File: src/rtl/arr_multip.sv
// 4x4 unsigned array multiplier: AND-gate partial products summed by HA/FA rows,
// product registered on the rising clock edge (1-cycle latency, no handshake).

module arr_ha (
    input  logic a,
    input  logic b,
    output logic s,
    output logic c
);
    assign s = a ^ b;
    assign c = a & b;
endmodule

module arr_fa (
    input  logic a,
    input  logic b,
    input  logic ci,
    output logic s,
    output logic co
);
    assign s  = a ^ b ^ ci;
    assign co = (a & b) | (ci & (a ^ b));
endmodule

module arr_multip (
    input  logic       clk,
    input  logic       rst,
    input  logic [3:0] inp1,
    input  logic [3:0] inp2,
    output logic [7:0] product
);
    logic [3:0] pp   [4];
    logic [3:0] acc  [4];
    logic [3:0] sum  [1:3];
    logic [4:0] cy   [1:3];
    logic [7:0] product_d;
    logic [7:0] product_q;

    genvar r, b;
    generate
        for (r = 0; r < 4; r++) begin : g_pp
            for (b = 0; b < 4; b++) begin : g_bit
                assign pp[r][b] = inp1[b] & inp2[r];
            end
        end
    endgenerate

    // Each row adds the upper bits of the running sum to the next partial-product row;
    // the row's LSB retires as a final product bit and its carry-out enters the next row.
    assign acc[0] = {1'b0, pp[0][3:1]};

    generate
        for (r = 1; r < 4; r++) begin : g_row
            assign cy[r][0] = 1'b0;
            arr_ha u_ha (
                .a (acc[r-1][0]),
                .b (pp[r][0]),
                .s (sum[r][0]),
                .c (cy[r][1])
            );
            for (b = 1; b < 4; b++) begin : g_fa
                arr_fa u_fa (
                    .a  (acc[r-1][b]),
                    .b  (pp[r][b]),
                    .ci (cy[r][b]),
                    .s  (sum[r][b]),
                    .co (cy[r][b+1])
                );
            end
            assign acc[r] = {cy[r][4], sum[r][3:1]};
        end
    endgenerate

    assign product_d = {acc[3], sum[3][0], sum[2][0], sum[1][0], pp[0][0]};

    always_ff @(posedge clk) begin
        if (rst) begin
            product_q <= 8'h00;
        end else begin
            product_q <= product_d;
        end
    end

    assign product = product_q;

endmodule

File: config.mk
export PLATFORM = sky130hd
export DESIGN_NAME = arr_multip
export DESIGN_NICKNAME = d
export VERILOG_FILES = /design/src/rtl/arr_multip.sv
export SDC_FILE = /design/constraint.sdc
export NUM_CORES = 1
export LEC_CHECK = 0
export BUFFER_PORTS_ARGS = -buffer_cell sky130_fd_sc_hd__buf_2
export CORE_AREA = 4 4 41 43
export DETAILED_ROUTE_END_ITERATION = 8
export DIE_AREA = 0 0 45 47
export GPL_ROUTABILITY_DRIVEN = 0
export PLACE_DENSITY = 0.64
export SYNTH_ARGS = -nofsm -noshare
export SYNTH_HDL_FRONTEND = slang
export SYNTH_SLANG_ARGS = --single-unit
File: constraint.sdc
create_clock -name clk -period 3.9 [get_ports clk]
set_clock_uncertainty 0.2 [all_clocks]
set_input_delay 0.78 -clock clk [delete_from_list [all_inputs] [get_ports clk]]
set_output_delay 0.78 -clock clk [all_outputs]
set_load 0.03 [all_outputs]
After elaboration in Yosys (flattened, before gate mapping)
Index checks and enable logic that the tools add are counted.
- bitwise operators: 64
- operators by type and width (operator ; count):
    1-bit AND ; 36
    1-bit XOR ; 20
    1-bit bitwise OR ; 8
- output and inout bits: 8
- flip-flop bits (word level): 8
- bits of input ports: 10
- logic and storage cells: 65

Depth between registers and ports, before layout
Gate-level depths: netlist (run 1).
- depth in word-level cells: 16
- gate-level depth with buffers: 13
- mapped depth without buffers: 13

Hierarchy
Synthesis (run 1) repeated with hierarchy kept, for this count alone.
- cells, all modules: 44
- area, all modules: 546.8 um^2
- modules (own cells, without submodules) (module ; cells each ; sequential area each (um^2) ; area each (um^2) ; times used):
    arr_multip ; 32 ; 160.2 ; 329.1 ; 1
    arr_fa ; 1 ; 0.0 ; 20.0 ; 9
    arr_ha ; 1 ; 0.0 ; 12.5 ; 3

Least setup slack after synthesis (run 1)
No wires, ideal clock.
- path kind: input to register
- start: input port inp2[0]
- end: register product_q[6] (netlist: product[6])
- setup time: 0.111 ns
- required time: 3.589 ns
- arrival time: 3.949 ns
- buffers on the path: 0
- slack: -0.360 ns
- stages: 13
- cell sequence: and2_1 ha_1 fa_1 inv_1 fa_1 fa_1 inv_1 fa_1 inv_1 fa_1 fa_1 fa_1 nor2_1
- longest elaborated chain between the ends: 15
- elaborated cells on any way between the ends: 43
- those cells by class: bitwise: 43
- ends and longest elaborated chain (item ; line ; RTL):
    from (decl) ; 29 ; input logic [3:0] inp2,
    1-bit AND ; 43 ; assign pp[r][b] = inp1[b] & inp2[r];
    1-bit AND / 1-bit XOR (equally long branches) ; 11, 21, 22 ;
    1-bit AND ; 22 ; assign co = (a & b) | (ci & (a ^ b));
    1-bit bitwise OR ; 22 ;
    1-bit AND / 1-bit XOR (equally long branches) ; 22, 21 ;
    1-bit bitwise OR / 1-bit XOR (equally long branches) ; 22, 21 ;
    1-bit XOR / 1-bit AND (equally long branches) ; 21, 22 ;
    1-bit XOR / 1-bit bitwise OR (equally long branches) ; 21, 22 ;
    1-bit XOR / 1-bit AND (equally long branches) ; 21, 22 ;
    1-bit XOR / 1-bit bitwise OR (equally long branches) ; 22 ;
    1-bit AND / 1-bit XOR (equally long branches) ; 22, 21 ;
    1-bit bitwise OR / 1-bit XOR (equally long branches) ; 22 ;
    1-bit AND ; 22 ;
    1-bit bitwise OR ; 22 ;
    1-bit XOR (*) ; 21 ; assign s = a ^ b ^ ci;
    to (signal assigned) ; 80 ; product_q <= product_d;
    to (decl) ; 37 ; logic [7:0] product_q;
Mark *: on every way between the ends. The rest lies on a longest branch, timed or not.
A chain may end at the register's enable or synchronous reset.

Worst setup path in the final report (run 1)
Same ends and word-level chain as after synthesis.

==> flow_summary_export.csv, run 1 <==
group,metric,value,unit
timing,report.final.setup_viol,1,
clock_network,tritoncts,"built",
floorplanning,initial_core_utilization,40.4,%
synthesis,cell_count_after_synthesis,52,
timing,tns,-0.0418,ns
drt,vias_per_cell,4.26,
min_path,hold_path_depth,2,
critical_path,critPathSlowestCell,"sky130_fd_sc_hd__fa_1",
clock_network,cts-root-to-sink-buffers,2,
status,status,"finished with violations",
job,cap_violations,0,
power,power_frac_clock,24.5,%
synthesis,mappedNetlistArea,526,um^2
synthesis,synthFlopType,"sky130_fd_sc_hd__dfxtp_1",
timing,grt_setup_unrepaired,"true",
global_route,grt_pass1_vias,411,
min_path,min_from,"rst",
synthesis,netlist-cell-type-count,9,
synthesis,yosys-top-cells-count,"9 x sky130_fd_sc_hd__and2_1, 9 x sky130_fd_sc_hd__inv_1, 8 x sky130_fd_sc_hd__dfxtp_1, 8 x sky130_fd_sc_hd__fa_1, 6 x sky130_fd_sc_hd__nand2_1",
drt,via_count,396,
place,preCtsSetupSlack,-0.466,ns
drt,detail_route.drc_violations,0,
power,power_density,323,mW/mm^2
timing,finalHoldViolCount,0,
critical_path,timing.critical_path.arrival,3.88,ns
synthesis,synth_nets,74,
timing,timing.final.ws_setup,-0.0418,ns
power,internal_power,166,uW
finish,num-nets-final,102,
synthesis,synth.yosys.seq_area_share,30.5,%
synthesis,synth-async-reset-ratio,0,%
synthesis,yosysTopAreaCell,"sky130_fd_sc_hd__dfxtp_1",
clock_network,cts.sink_count,8,
global_route,antenna_found_initial,0,
timing,worst_slew_pin_slew,0.157,ns
clock_network,postCtsSetupBuffers,0,
timing,clock.fmax,254,MHz
synthesis,syn_area_per_cell,10.1,um^2
floorplanning,core_area,0.00130,mm^2
floorplanning,rows,13,
timing,slew_headroom,89.6,%
clock_network,cts.clk_slew.worst_paths,0.05,ns
timing,slew_viol_final,0,
drt,drt_iter0_drc,0,
critical_path,timing.critical_path.mode_cell,"sky130_fd_sc_hd__fa_2",
status,violated_checks,"setup timing",
global_route,grt_pass1_wl,1490,um
finish,flow.area_growth_from_synthesis,44.0,%
global_route,globalRouteOverflowTotal,0,
global_route,grtUsageTotal,10.0,%
power,vdd_drop_max,106,uV
critical_path,start_kind,"primary input",
timing,finalCritPeriodShare,101,%
finish,largest_register_ff_count,8,
power,power.switching,78.2,uW
clock_network,quantity_of_hold_fixing_buffers_added_after_cts,0,
synthesis,synth_top_cells_by_area,"sky130_fd_sc_hd__dfxtp_1 30%, sky130_fd_sc_hd__fa_1 30%, sky130_fd_sc_hd__and2_1 11%, sky130_fd_sc_hd__ha_1 9.5%, sky130_fd_sc_hd__inv_1 6.4%",
min_path,worst_hold_path_type,"primary input to register",
synthesis,synth_largest_type_area_fraction,30.5,%
power,leakagePower,0.363,nW
floorplanning,die_w,45,um
power,seq_pwr_share,38.3,%
place,io_buffers,17,
power,comb_power_share,37.2,%
global_route,pin_count_of_the_biggest_net_entering_global_routing,9,
place,post-place-cells,90,
clock_network,cts_made_buffers,3,
critical_path,worst_path_largest_cell_delay,0.49,ns
floorplanning,io_pins,18,
drt,ant_nets,0,
drt,drt_wl_total,798,um
critical_path,path_cells,"buf_6, and2_4, ha_4, fa_2, inv_2, fa_1, fa_2, inv_2, fa_2, inv_2, fa_2, fa_2, fa_1, nor2_1",
timing,timing.final.crit_period,3.94,ns
clock_network,clock_tree.htree_level_count,1,
finish,insertedDiodeCount,0,
power,netSwitchingFraction,32.0,%
critical_path,crit_path_max_fanout,4,
critical_path,crit_required,3.84,ns
synthesis,synth_edf_count,0,
synthesis,synth.yosys.warnings,0,
min_path,worst_hold_path.endpoint,"product[4]$_SDFF_PP0_",
floorplanning,die_outline_area,0.00212,mm^2
synthesis,synth-seq-cells,8,
clock_network,clock-root-buffer,"sky130_fd_sc_hd__clkbuf_4",
floorplanning,fp.dieH,47,um
power,design_power_total,244,uW
finish,num-fill-cells,125,
drt,first_pass_iters,1,
place,dpl-instance-area,702,um^2
finish,layout.cell_area.non_filler,757,um^2
finish,final_layout_size_suffix_gt1_share,55.1,%
finish,layoutNonFillerInstCount,93,
critical_path,critPathCaptureType,"register",
critical_path,timing.setup.critical_path_class,"primary input to register",
drt,routedWlPerCell,8.58,um
place,detailed_place_hpwl,714,um
## stage by stage
stage / utilization (%) / hold slack [ns]
floorplan: - / 0.647
global route: 58.2 / 0.593
global placement: 53.9 / 0.838
detailed placement: 53.9 / 0.839
finish: 58.2 / 0.580
CTS: 58.2 / 0.582
## placed cells by master, fill, tap and decap left out, drive strengths merged
cell type / n
dfxtp: 8
inv: 9
clkbuf: 3
nand2: 6
buf: 23
and3b: 1
fa: 8
and2: 9
ha: 4
nor2b: 3
nor2: 4
## worst max-delay path: cells and delay by family
family | cells | cell delay [ns]
fa+ha+maj | 8 | 2.65
simple gates | 2 | 0.19
buf+inv | 4 | 0.26
## what timing repair did
item	CTS	global route
pin swaps	4	0
gates cloned	0	0
gates resized for setup	9	1
endpoints found under the hold margin	0	0
setup endpoints to repair	2	2
## logic make-up (layout without fill, tap and decap cells)
logic type	count (synthesis)	in the layout	synth area share [%]
and+or+nand+nor	23	23	23.1
adders and majority gates	12	12	40.0
buffers and inverters	9	35	6.43
DFF	8	8	30.5
## power by group through the flow
stage,combinational (mW),clock (mW),sequential (mW)
after CTS,0.0914,0.0613,0.0935
final,0.0908,0.0598,0.0935
after detailed placement,0.0861,0,0.0952
after global placement,0.0858,0,0.0952
after floorplan,0.0369,0,0.117
after global routing,0.105,0.0655,0.0942
## how the worst max path moves through the flow
stage | startpoint | end | slack, ns | cells after the start
6_report | inp2[0] | product[6]$_SDFF_PP0_ | -0.04 | 14
5_1_grt | inp1[0] | product[6]$_SDFF_PP0_ | -0.13 | 14
4_1_cts | inp2[0] | product[6]$_SDFF_PP0_ | -0.05 | 14
3_5_place_dp | inp2[0] | product[6]$_SDFF_PP0_ | -0.47 | 14
3_3_place_gp | inp2[0] | product[6]$_SDFF_PP0_ | -0.45 | 14
2_1_floorplan | inp2[1] | product[6]$_SDFF_PP0_ | -0.26 | 13
## area by class of cell
class / instances / area [um^2] / area share [%]
clock buffers: 3 / 22.5 / 2.98
repair buffers: 23 / 143 / 18.8
flip-flops and latches: 8 / 160 / 21.2
multi-input cells: 35 / 379 / 50.1
well taps: 15 / 18.8 / 2.48
inverters: 9 / 33.8 / 4.46
## routing by layer
layer / GRT usage, % / wire length, um
met1: 10.9 / 333
met2: 17.2 / 397
met3: 1.15 / 48
met4: 8.77 / 19
met5: 0 / 0
(Power assumes the default switching activity.)
==> run 2, diff against run 1 <==
--- a/config.mk
+++ b/config.mk
@@ -11,6 +11,7 @@
 export DIE_AREA = 0 0 45 47
 export GPL_ROUTABILITY_DRIVEN = 0
 export PLACE_DENSITY = 0.64
+export SKIP_LAST_GASP = 1
 export SYNTH_ARGS = -nofsm -noshare
 export SYNTH_HDL_FRONTEND = slang
 export SYNTH_SLANG_ARGS = --single-unit
==> run 2 against run 1 <==
Net effect: the flow still finishes with violations (setup timing); via count decreased by 0.25%; die area unchanged; largest power group unchanged; count of clock-buffer cells in the layout unchanged; critical path depth unchanged; first-iteration DRC count unchanged; global-route usage increased by 0.080 points; hold slack about the same; critical path type unchanged; final cell count unchanged; utilization decreased by 0.96 points; final area decreased by 1.7%; clock power about the same; combinational power decreased by 3.5%.
==> flow_summary_export.csv, run 2 (synthesis gave the netlist of run 1 again) <==
group,metric,value,unit
global_route,groute.layer.met3.usage,1.15,%
finish,flow.area_growth_from_synthesis,41.7,%
finish,insertedDiodeCount,0,
clock_network,tritoncts,"built",
global_route,grtUsageTotal,10.1,%
floorplanning,io_pins,18,
finish,num-fill-cells,131,
critical_path,timing.critical_path.arrival,3.91,ns
critical_path,critPathSlowestCell,"sky130_fd_sc_hd__fa_1",
place,post-place-cells,90,
power,leakagePower,0.361,nW
critical_path,critPathCaptureType,"register",
critical_path,timing.setup.critical_path_class,"primary input to register",
global_route,grt_pass1_wl,1500,um
finish,final_layout_size_suffix_gt1_share,52.6,%
place,io_buffers,17,
global_route,grt.busiest_layer,"met2",
timing,finalHoldViolCount,0,
timing,worst_slew_pin_slew,0.157,ns
finish,final_common_cell,"sky130_fd_sc_hd__buf_2",
status,violated_checks,"setup timing",
global_route,pin_count_of_the_biggest_net_entering_global_routing,9,
timing,clock.fmax,252,MHz
clock_network,clock_tree.htree_level_count,1,
timing,slew_viol_final,0,
status,status,"finished with violations",
finish,multi_input_area,379,um^2
clock_network,cts.sink_count,8,
critical_path,cp_num_buf_inv,4,
power,power_density,324,mW/mm^2
place,detailed_place_hpwl,714,um
drt,via_count,395,
drt,ant_nets,0,
critical_path,crit_path_max_fanout,4,
floorplanning,rows,13,
timing,slew_headroom,89.6,%
power,vdd_drop_max,106,uV
global_route,antenna_found_initial,0,
drt,detail_route.drc_violations,0,
global_route,groute.layer.met1.usage,11.1,%
drt,drt_iter0_drc,0,
critical_path,cpLargestDelayFamily,"adder cells",
critical_path,worst_path_largest_cell_delay,0.49,ns
global_route,grt_pass1_vias,412,
finish,flip_flop_and_latch_area,160,um^2
finish,largest_register_ff_count,8,
min_path,worst_hold_path_type,"primary input to register",
critical_path,crit_required,3.84,ns
finish,layoutNonFillerInstCount,93,
drt,vias_per_cell,4.25,
timing,report.final.setup_viol,1,
floorplanning,die_w,45,um
global_route,globalRouteOverflowTotal,0,
clock_network,cts.clk_slew.worst_paths,0.05,ns
clock_network,cts_made_buffers,3,
clock_network,clock-root-buffer,"sky130_fd_sc_hd__clkbuf_4",
timing,timing.final.crit_period,3.98,ns
clock_network,cts-root-to-sink-buffers,2,
floorplanning,core_area,0.00130,mm^2
floorplanning,initial_core_utilization,40.4,%
drt,drt_wl_total,798,um
job,cap_violations,0,
global_route,groute.layer.met2.usage,17.2,%
critical_path,path_cells,"buf_2, and2_4, ha_4, fa_2, inv_2, fa_1, fa_2, inv_2, fa_2, inv_1, fa_2, fa_2, fa_1, nor2_1",
critical_path,start_kind,"primary input",
critical_path,timing.critical_path.mode_cell,"sky130_fd_sc_hd__fa_2",
timing,finalCritPeriodShare,102,%
drt,first_pass_iters,1,
timing,timing.final.ws_setup,-0.0756,ns
clock_network,quantity_of_hold_fixing_buffers_added_after_cts,0,
floorplanning,die_outline_area,0.00212,mm^2
floorplanning,fp.dieH,47,um
power,design_power_total,241,uW
finish,layout_common_cells,"17 x sky130_fd_sc_hd__buf_2, 8 x sky130_fd_sc_hd__dfxtp_1, 7 x sky130_fd_sc_hd__and2_1, 6 x sky130_fd_sc_hd__nand2_1, 6 x sky130_fd_sc_hd__buf_4",
clock_network,postCtsSetupBuffers,0,
finish,num-nets-final,102,
timing,grt_setup_unrepaired,"true",
drt,routedWlPerCell,8.58,um
run 2: cell counts in the layout (fill, tap and decap cells not counted):
Identical to the previous run, type by type.
run 2: final cells by class:
class	instances	area share, %
clock buffer	3	3.03
inverter	9	4.54
multi-input combinational	35	50.9
sequential	8	21.5
tap	15	2.52
timing repair buffer	23	17.5
run 2: what timing repair did:
item,4_1_cts,5_1_grt
pin swaps,4,0
setup endpoints to repair,2,2
gates resized for setup,6,0
run 2: stage by stage:
step / setup WS, ns / hold WS, ns / util (%) / cell area [um^2] / TNS [ns]
2_1_floorplan: -0.263 / 0.647 / - / 553 / -0.399
3_3_place_gp: -0.454 / 0.838 / 53.9 / 702 / -0.913
3_5_place_dp: -0.466 / 0.839 / 53.9 / 702 / -0.947
4_1_cts: -0.0805 / 0.582 / 57.2 / 744 / -0.0805
5_1_grt: -0.156 / 0.593 / 57.2 / 744 / -0.217
6_report: -0.0756 / 0.581 / 57.2 / 744 / -0.0756
run 2: per-layer routing:
layer / wire, um / vias to the layer above
li1: - / 205
met1: 334 / 177
met2: 396 / 11
met3: 48 / 2
met4: 19 / 0
met5: 0 / -
run 2: path summary, 6_finish.rpt:
| kind | depth (start not counted) | from | slack (ns) | to |
|---|---|---|---|---|
| worst min-delay path | 2 | rst | 0.58 | product[4]$_SDFF_PP0_ |
| worst max-delay path | 14 | inp2[0] | -0.08 | product[6]$_SDFF_PP0_ |
run 2: report_power, final:
group          switching [mW]  internal (mW)  leakage, nW
registers             0.00154         0.0919       0.0661
clock network          0.0248         0.0350       0.0138
logic                  0.0510         0.0365        0.281
